--- src/rtl/count_scan_ctrl_pkg.sv ---
// Shared types for the counter display sequencer: digit type, digit ceiling and control states.
package count_scan_pkg;

  typedef logic [2:0] digit_t;

  localparam digit_t DIGIT_MAX = 3'd5;

  typedef enum logic {
    PAUSED = 1'b0,
    RUN    = 1'b1
  } ctrl_state_t;

endpackage

--- src/rtl/count_scan_ctrl_if.sv ---
// Control and display bundle between the board-side logic and count_scan_ctrl.
interface count_scan_ctrl_if #(
  parameter int NUM_DIGITS = 4
);
  import count_scan_pkg::*;

  logic                  run;
  logic                  dir;
  logic                  clear;
  logic                  step;
  digit_t                q;
  logic [NUM_DIGITS-1:0] anode;
  logic                  tick;
  logic                  wrap;

  modport master (
    output run, dir, clear, step,
    input  q, anode, tick, wrap
  );

  modport slave (
    input  run, dir, clear, step,
    output q, anode, tick, wrap
  );

endinterface

--- src/rtl/count_scan_ctrl_base6_digit.sv ---
// One base-6 digit with carry/borrow in and a combinational carry/borrow out.
module base6_digit
  import count_scan_pkg::*;
(
  input  logic   clk,
  input  logic   reset,
  input  logic   clear,
  input  logic   en,
  input  logic   dir,
  input  logic   cin,
  output digit_t value,
  output logic   cout
);

  logic at_limit;

  assign at_limit = dir ? (value == 3'd0) : (value == DIGIT_MAX);
  assign cout     = en & cin & at_limit;

  always_ff @(posedge clk) begin
    if (reset || clear) begin
      value <= 3'd0;
    end else if (en && cin) begin
      if (at_limit) begin
        value <= dir ? DIGIT_MAX : 3'd0;
      end else begin
        value <= dir ? (value - 3'd1) : (value + 3'd1);
      end
    end
  end

endmodule

--- src/rtl/count_scan_ctrl.sv ---
// Counter display sequencer: PAUSED/RUN control, tick prescaler, cascaded base-6 digits and
// a time-multiplexed digit scan onto one 3-bit value bus with active-low anodes.
module count_scan_ctrl
  import count_scan_pkg::*;
#(
  parameter int TICK_DIV   = 100_000_000,
  parameter int SCAN_DIV   = 100_000,
  parameter int NUM_DIGITS = 4
) (
  input  logic              clk,
  input  logic              reset,
  count_scan_ctrl_if.slave  bus
);

  localparam int PW = $clog2(TICK_DIV);
  localparam int SW = (SCAN_DIV > 1) ? $clog2(SCAN_DIV) : 1;
  localparam int IW = (NUM_DIGITS > 1) ? $clog2(NUM_DIGITS) : 1;

  localparam logic [PW-1:0] PRE_LAST  = PW'(TICK_DIV - 1);
  localparam logic [SW-1:0] SCAN_LAST = SW'(SCAN_DIV - 1);
  localparam logic [IW-1:0] IDX_LAST  = IW'(NUM_DIGITS - 1);

  ctrl_state_t           state, state_nxt;
  logic [PW-1:0]         presc, presc_nxt;
  logic                  tick_reg;
  logic                  adv;
  logic                  en;
  logic                  wrap_reg;
  logic [SW-1:0]         scan_div;
  logic [IW-1:0]         scan_idx;
  digit_t                q_reg;
  logic [NUM_DIGITS-1:0] anode_reg;
  digit_t                digits [NUM_DIGITS];

  always_ff @(posedge clk) begin
    if (reset) begin
      state    <= PAUSED;
      presc    <= '0;
      tick_reg <= 1'b0;
    end else begin
      state    <= state_nxt;
      presc    <= presc_nxt;
      tick_reg <= (state_nxt == RUN) && (presc_nxt == PRE_LAST);
    end
  end

  // tick_reg mirrors presc == TICK_DIV-1 in RUN, so it doubles as the RUN advance event
  always_comb begin
    state_nxt = bus.run ? RUN : PAUSED;
    presc_nxt = '0;
    adv       = 1'b0;
    if (state == RUN) begin
      adv = tick_reg;
      if (bus.run && !bus.clear && (presc != PRE_LAST)) begin
        presc_nxt = presc + 1'b1;
      end
    end else begin
      adv = bus.step;
    end
  end

  assign en = adv & ~bus.clear;

  for (genvar i = 0; i < NUM_DIGITS; i++) begin : g_digit
    logic cin;
    logic cout;
    if (i == 0) begin : g_first
      assign cin = 1'b1;
    end else begin : g_next
      assign cin = g_digit[i-1].cout;
    end
    base6_digit u_digit (
      .clk   (clk),
      .reset (reset),
      .clear (bus.clear),
      .en    (en),
      .dir   (bus.dir),
      .cin   (cin),
      .value (digits[i]),
      .cout  (cout)
    );
  end

  // wrap lands on the same edge as the rolled-over digit values
  always_ff @(posedge clk) begin
    if (reset) begin
      wrap_reg <= 1'b0;
    end else begin
      wrap_reg <= g_digit[NUM_DIGITS-1].cout;
    end
  end

  always_ff @(posedge clk) begin
    if (reset) begin
      scan_div <= '0;
      scan_idx <= '0;
    end else if (scan_div == SCAN_LAST) begin
      scan_div <= '0;
      scan_idx <= (scan_idx == IDX_LAST) ? '0 : scan_idx + 1'b1;
    end else begin
      scan_div <= scan_div + 1'b1;
    end
  end

  // Output stage: q and anode sampled together so they never disagree on the bus
  always_ff @(posedge clk) begin
    if (reset) begin
      q_reg     <= 3'd0;
      anode_reg <= ~NUM_DIGITS'(1);
    end else begin
      q_reg     <= digits[scan_idx];
      anode_reg <= ~(NUM_DIGITS'(1) << scan_idx);
    end
  end

  assign bus.q     = q_reg;
  assign bus.anode = anode_reg;
  assign bus.tick  = tick_reg;
  assign bus.wrap  = wrap_reg;

endmodule

--- src/flat_wrapper.sv ---
// flat-port wrapper written by rule: the top's interface ports become plain ports
module count_scan_ctrl_flat import count_scan_pkg::*;
#(
  parameter int TICK_DIV   = 100_000_000,
  parameter int SCAN_DIV   = 100_000,
  parameter int NUM_DIGITS = 4
)
  (clk, reset, bus_run, bus_dir, bus_clear, bus_step, bus_q, bus_anode, bus_tick, bus_wrap);
  count_scan_ctrl_if #(.NUM_DIGITS(NUM_DIGITS)) bus_i ();
  input  logic clk;
  input  logic reset;
  input wire logic [$bits(bus_i.run)-1:0] bus_run;
  input wire logic [$bits(bus_i.dir)-1:0] bus_dir;
  input wire logic [$bits(bus_i.clear)-1:0] bus_clear;
  input wire logic [$bits(bus_i.step)-1:0] bus_step;
  output wire logic [$bits(bus_i.q)-1:0] bus_q;
  output wire logic [$bits(bus_i.anode)-1:0] bus_anode;
  output wire logic [$bits(bus_i.tick)-1:0] bus_tick;
  output wire logic [$bits(bus_i.wrap)-1:0] bus_wrap;
  assign bus_i.run = bus_run;
  assign bus_i.dir = bus_dir;
  assign bus_i.clear = bus_clear;
  assign bus_i.step = bus_step;
  assign bus_q = bus_i.q;
  assign bus_anode = bus_i.anode;
  assign bus_tick = bus_i.tick;
  assign bus_wrap = bus_i.wrap;
  count_scan_ctrl #(.TICK_DIV(TICK_DIV), .SCAN_DIV(SCAN_DIV), .NUM_DIGITS(NUM_DIGITS)) u_core (.clk(clk), .reset(reset), .bus(bus_i));
endmodule
--- config.mk ---
export PLATFORM = sky130hd
export DESIGN_NAME = count_scan_ctrl_flat
export DESIGN_NICKNAME = d
export VERILOG_FILES = /design/src/rtl/count_scan_ctrl_pkg.sv /design/src/rtl/count_scan_ctrl_if.sv /design/src/rtl/count_scan_ctrl_base6_digit.sv /design/src/rtl/count_scan_ctrl.sv /design/src/flat_wrapper.sv
export SDC_FILE = /design/constraint.sdc
export NUM_CORES = 1
export LEC_CHECK = 0
export CAP_MARGIN = 20
export CORE_MARGIN = 5
export CORE_UTILIZATION = 60
export CTS_CLUSTER_DIAMETER = 200
export DETAILED_ROUTE_END_ITERATION = 8
export HOLD_SLACK_MARGIN = 0.02
export PLACE_DENSITY = 0.79
export SYNTH_ARGS = -nofsm -noshare
export SYNTH_HDL_FRONTEND = slang
export SYNTH_SLANG_ARGS = --single-unit
--- constraint.sdc ---
create_clock -name clk -period 2.85 [get_ports clk]
set_clock_uncertainty 0.1 [all_clocks]
set_input_delay 0.7125 -clock clk [delete_from_list [all_inputs] [get_ports clk]]
set_output_delay 0.7125 -clock clk [all_outputs]
set_load 0.03 [all_outputs]
Word level (Yosys, flattened, before mapping)
Index checks and enable logic that the tools add are counted.
- register bits after elaboration: 68
- input bits: 6
- output and inout port bits: 9
- logic and storage cells: 78
- $add $sub $neg: 11
- $lt $le $gt $ge: 1
- equal/unequal tests: 8
- shifts and indexed selects: 1
- muxes and demuxes: 21
- bitwise operators: 11
- reductions and logical operators: 13
- operators with widths (kind ; count):
    27-bit 2-to-1 mux ; 2
    3-bit 2-to-1 mux ; 11
    27-bit by 1-bit adder with 27-bit output, second input constant ; 1
    27-bit == test, second input constant ; 1
    27-bit inequality test, second input constant ; 1
    17-bit by 1-bit adder with 17-bit output, second input constant ; 1
    17-bit == test, second input constant ; 1
    3-bit by 1-bit adder with 3-bit output, second input constant ; 4
    3-bit == test, second input constant ; 4
    3-bit logical NOT ; 4
    3-bit by 1-bit subtractor with 3-bit output, second input constant ; 4
    1-bit AND ; 8
    3-bit binary-select mux with 2-bit select ; 1
    1-bit logical AND ; 6
    1-bit 2-to-1 mux ; 6
    4-bit NOT ; 1
    1-bit by 2-bit left shift with 4-bit output, first input constant ; 1
    3-bit greater-or-equal comparator, second input constant ; 1
    2-bit NOT with 3-bit output ; 1
    2-bit by 1-bit adder with 2-bit output, second input constant ; 1
    2-bit == test, second input constant ; 1
    2-bit 2-to-1 mux ; 1
    2-bit OR reduction ; 1
    1-bit logical NOT ; 1
    other kinds (2) ; 2

Depth between registers and ports, before layout
- depth in word-level cells: 9
- depth in mapped cells: 10
- depth with buffers taken out: 8

Cells and area by module
A second synthesis with hierarchy kept.
- cell total of the unflattened synthesis: 410
- area, all modules: 3564.7 µm²
- by module, submodules not included (module ; times used ; cells an instance ; area an instance (µm²) ; sequential area each (µm²)):
    count_scan_ctrl ; 1 ; 306 ; 2678.8 ; 1121.1
    base6_digit ; 4 ; 26 ; 221.5 ; 60.1

Worst setup path after synthesis
Ideal clock, no wire load.
- kind: input-to-reg
- start point: input bus_dir
- end point: register u_core.g_digit[1].u_digit.value[2]
- setup time: 0.128 ns
- data arrival time: 2.273 ns
- required time: 2.622 ns
- setup slack: 0.350 ns
- stages on the path: 6
- path buffers: 0
- cell sequence: or3b_1 > and2_1 > or4_4 > or3_1 > a21oi_1 > nor2_1
- word-level cells in the longest chain between the ends: 3
- elaborated cells between the ends (all ways): 7
- classes of those cells: mux (5); bitwise (1); reduce/logical (1)
- ends and longest elaborated chain (item ; line ; RTL):
    from (decl) ; flat_wrapper.sv:13 ; input wire logic [$bits(bus_i.dir)-1:0] bus_dir;
    1-bit 2-to-1 mux ; count_scan_ctrl_base6_digit.sv:17 ; assign at_limit = dir ? (value == 3'd0) : (value == DIGIT_MAX);
    1-bit AND ; count_scan_ctrl_base6_digit.sv:18 ; assign cout = en & cin & at_limit;
    1-bit logical AND ; count_scan_ctrl_base6_digit.sv:23 ; end else if (en && cin) begin
    to (signal assigned) ; count_scan_ctrl_base6_digit.sv:25 ; value <= dir ? DIGIT_MAX : 3'd0;
    to (signal assigned) ; count_scan_ctrl_base6_digit.sv:27 ; value <= dir ? (value - 3'd1) : (value + 3'd1);
    to (decl) ; count_scan_ctrl_base6_digit.sv:11 ; output digit_t value,
Several ways; a longest one is shown, not always the timed one.
A chain may end at the register's enable or synchronous reset.

Worst setup path after layout
- start point: input bus_dir
- end point: register u_core.g_digit[3].u_digit.value[2]
- word-level cells in the longest chain between the ends: 7
- elaborated cells between the ends (all ways): 13
- classes of those cells: mux (7); bitwise (5); reduce/logical (1)
- ends and longest elaborated chain (item ; line):
    1-bit 2-to-1 mux ; count_scan_ctrl_base6_digit.sv:17
    1-bit AND (5 in series) ; count_scan_ctrl_base6_digit.sv:18
    1-bit logical AND ; count_scan_ctrl_base6_digit.sv:23
    to (signal assigned) ; count_scan_ctrl_base6_digit.sv:25
    to (signal assigned) ; count_scan_ctrl_base6_digit.sv:27
    to (decl) ; count_scan_ctrl_base6_digit.sv:11
Several ways; a longest one is shown, not always the timed one.

==> impl_metrics.py <==
metrics = {
    "placed_design": {
        "gp_congestion": 0.8506,
        "pre_cts_slack_ps": -158.8,
        "port_buffers": 14,
        "place_inst": 467,
        "hpwl_mm": 4.829,
        "place_area_um2": 3635,
    },
    "synth": {
        "synthCells": 375,
        "synth_enable_flop_cells": 0,
        "synthTopCellsByArea": "dfxtp_1 41%, nor2_1 7.3%, xor2_1 6.8%",
        "yosys.area.top_type": "dfxtp_1",
        "syn_nets": 391,
        "ys_ff_latch": 68,
        "ys.flop_type": "dfxtp_1",
        "synthTopCellsByCount": "68 x dfxtp_1, 65 x nor2_1, 26 x xor2_1",
        "postSynthAreaPerCell_um2": 8.909,
        "ys_warn_count": 0,
        "yosysMostFrequentCell": "dfxtp_1",
        "synth_top_area_share": 0.4075,
        "yosysSeqAreaShare": 0.4075,
        "synth.distinct_cells": 51,
        "ys_async_sr_fraction": 0,
        "netlist_area_um2": 3341,
    },
    "worst_setup_path": {
        "timing.rr.start": "u_core.presc[9]",
        "crit_path_start_kind": "primary input",
        "critical_path_required_ps": 2990,
        "slowest_delay_ps": 470,
        "cp_slowest_cell": "clkdlybuf4s50_1",
        "worstSetupPathType": "primary input to register",
        "r2r_slack_ps": 480,
        "reg2reg_to": "u_core.bus.tick",
        "end_kind": "register",
        "cp_num_buf_inv": 2,
        "crit_arrival_ps": 2820,
        "path_cells": "clkdlybuf4s50_1, or3b_1, buf_4, a2111oi_2, nand3_1, o21ai_0, o31ai_1, and3_1",
        "rr_worst_depth": 6,
        "cp_top_family": "simple AND/OR/NAND/NOR gates",
        "cp_max_fo": 3,
    },
    "detailed_routing": {
        "ant_nets": 0,
        "vias_per_cell": 5.607,
        "wl_per_cell_um": 13.71,
        "drc": 0,
        "vias": 2708,
        "first_iter_violations": 160,
        "drt-pass1-iter-count": 5,
        "wl_mm": 6.624,
    },
    "cts": {
        "path_clk_slew_ps": 70,
        "root_buffer": "clkbuf_8",
        "cts_tree": "done",
        "cts_htree_levels": 3,
        "cts_buffer_depth": 2,
        "post_cts.repair.setup_buffers": 0,
        "cts_hold_buf": 0,
        "cts_buffers": 9,
        "cts_resized": 0,
        "clock-sinks": 68,
        "insertion_delay_ps": 340,
    },
    "floorplanning": {
        "row_count": 27,
        "initial_core_util": 0.6104,
        "ios": 15,
        "coreArea_um2": 5473,
        "die_w_um": 84.62,
        "die_y_um": 84.62,
        "die-area_um2": 7160,
    },
    "global_route": {
        "grt_pass1_wl_mm": 11.63,
        "grt_antenna_before_repair": 0,
        "grtUsageTotal": 0.1974,
        "grt_overflow": 0,
        "grt_max_degree": 18,
        "grt_pass1_vias": 2622,
    },
    "sta": {
        "final-hold-violation-count": 0,
        "worst_slack_ps": 168.9,
        "setup_viol": 0,
        "timing.fmax_ghz": 0.3730,
        "maxSlewViolCount": 0,
        "min_period_ps": 2681,
        "tightestPinTransition_ps": 649.5,
        "slew_headroom": 0.5670,
        "rsz0062_at_grt": "no",
        "timing.final.crit_share": 0.9407,
    },
    "cells_and_area": {
        "instances_no_fill": 483,
        "finalInstanceArea_um2": 3836,
        "top_register": "u_core.presc",
        "antenna_cells": 0,
        "final_nets": 422,
        "area_delta_synth_final_pct": 14.83,
        "largest_register_ff_count": 27,
        "drive_gt1_frac": 0.1071,
        "reg_top3": "u_core.presc (27), u_core.scan_div (17), u_core.g_digit.u_digit.value (12)",
    },
    "run_status": {
        "status": "completed",
    },
    "hold_path": {
        "hp-start": "u_core.scan_div[0]",
        "hold_path_class": "register to register",
        "holdPathStages": 1,
        "min_to": "u_core.scan_div[0]",
    },
    "power": {
        "p_leak_nw": 1.320,
        "power_density_nw_per_um2": 483.7,
        "ir_drop_v": 0.0002840,
    },
    "job": {
        "timing.max_cap.violations": 0,
    },
}
[through the flow]
| step | util | hold WS (ps) | setup TNS (ps) | total power [mW] |
|---|---|---|---|---|
| 2_1_floorplan | - | 330.2 | 0 | 1.043 |
| 3_3_place_gp | 0.6642 | 342.0 | -594.4 | 1.075 |
| 3_5_place_dp | 0.6642 | 349.9 | -931.8 | 1.078 |
| 4_1_cts | 0.7010 | 367.0 | 0 | 1.867 |
| 5_1_grt | 0.7010 | 391.4 | 0 | 1.934 |
| 6_report | 0.7010 | 361.5 | 0 | 1.856 |
[where the power goes]
group / internal, mW / switching (mW)
sequential: 0.957 / 0.00754
combinational: 0.0438 / 0.0480
clock: 0.426 / 0.373
total: 1.43 / 0.429
[cells by family after synthesis]
kind of cell	Yosys count	synth area share
XOR/XNOR	47	0.1232
buffers and inverters	24	0.03258
multiplexers	5	0.02622
adder cells (fa/ha/maj)	10	0.04644
flip-flops	68	0.4075
AND/OR/NAND/NOR	185	0.2940
AO/OA/AOI/OAI	36	0.07004
[layout make-up]
type                    instances  area (µm²)
multi-input cells             283        1871
fillers                       430        1637
flip-flops and latches         68        1361
repair buffers                 30       260.3
clock buffers                  10       137.6
well taps                      72       90.09
clock inverters                 6       63.81
inverters                      14       52.55
[routing by layer]
layer / vias up / GRT usage / wire [µm]
li1: 1357 / - / -
met1: 1284 / 0.2443 / 2935
met2: 48 / 0.3224 / 3256
met3: 19 / 0.03435 / 229
met4: 0 / 0.1137 / 203
met5: - / 0 / 0
[worst max-delay path by stage]
stage            start                            endpoint  slack (ps)  depth (start not counted)
3_5_place_dp   bus_dir  u_core.g_digit[1].u_digit.value[2]        -160                          7
3_3_place_gp   bus_dir  u_core.g_digit[1].u_digit.value[2]        -130                          7
2_1_floorplan  bus_dir  u_core.g_digit[1].u_digit.value[2]         350                          6
5_1_grt        bus_dir  u_core.g_digit[3].u_digit.value[2]          30                          8
4_1_cts        bus_dir  u_core.g_digit[1].u_digit.value[2]         190                          7
6_report       bus_dir  u_core.g_digit[3].u_digit.value[2]         170                          8
[cells in the final DEF (no fill, tap or decap), drive strengths merged, types with 6 or more instances in the layout]
| cell | instances |
|---|---|
| clkbuf | 10 |
| and3 | 11 |
| ha | 6 |
| xor2 | 26 |
| nand4 | 10 |
| nand2 | 16 |
| buf | 16 |
| inv | 14 |
| clkdlybuf4s50 | 14 |
| nand3 | 21 |
| nor4 | 8 |
| nor2b | 8 |
| a21oi | 14 |
| dfxtp | 68 |
| nor3 | 17 |
| xnor2 | 21 |
| nor2 | 65 |
| o21ai | 6 |
Power figures use the tool's default switching activity.
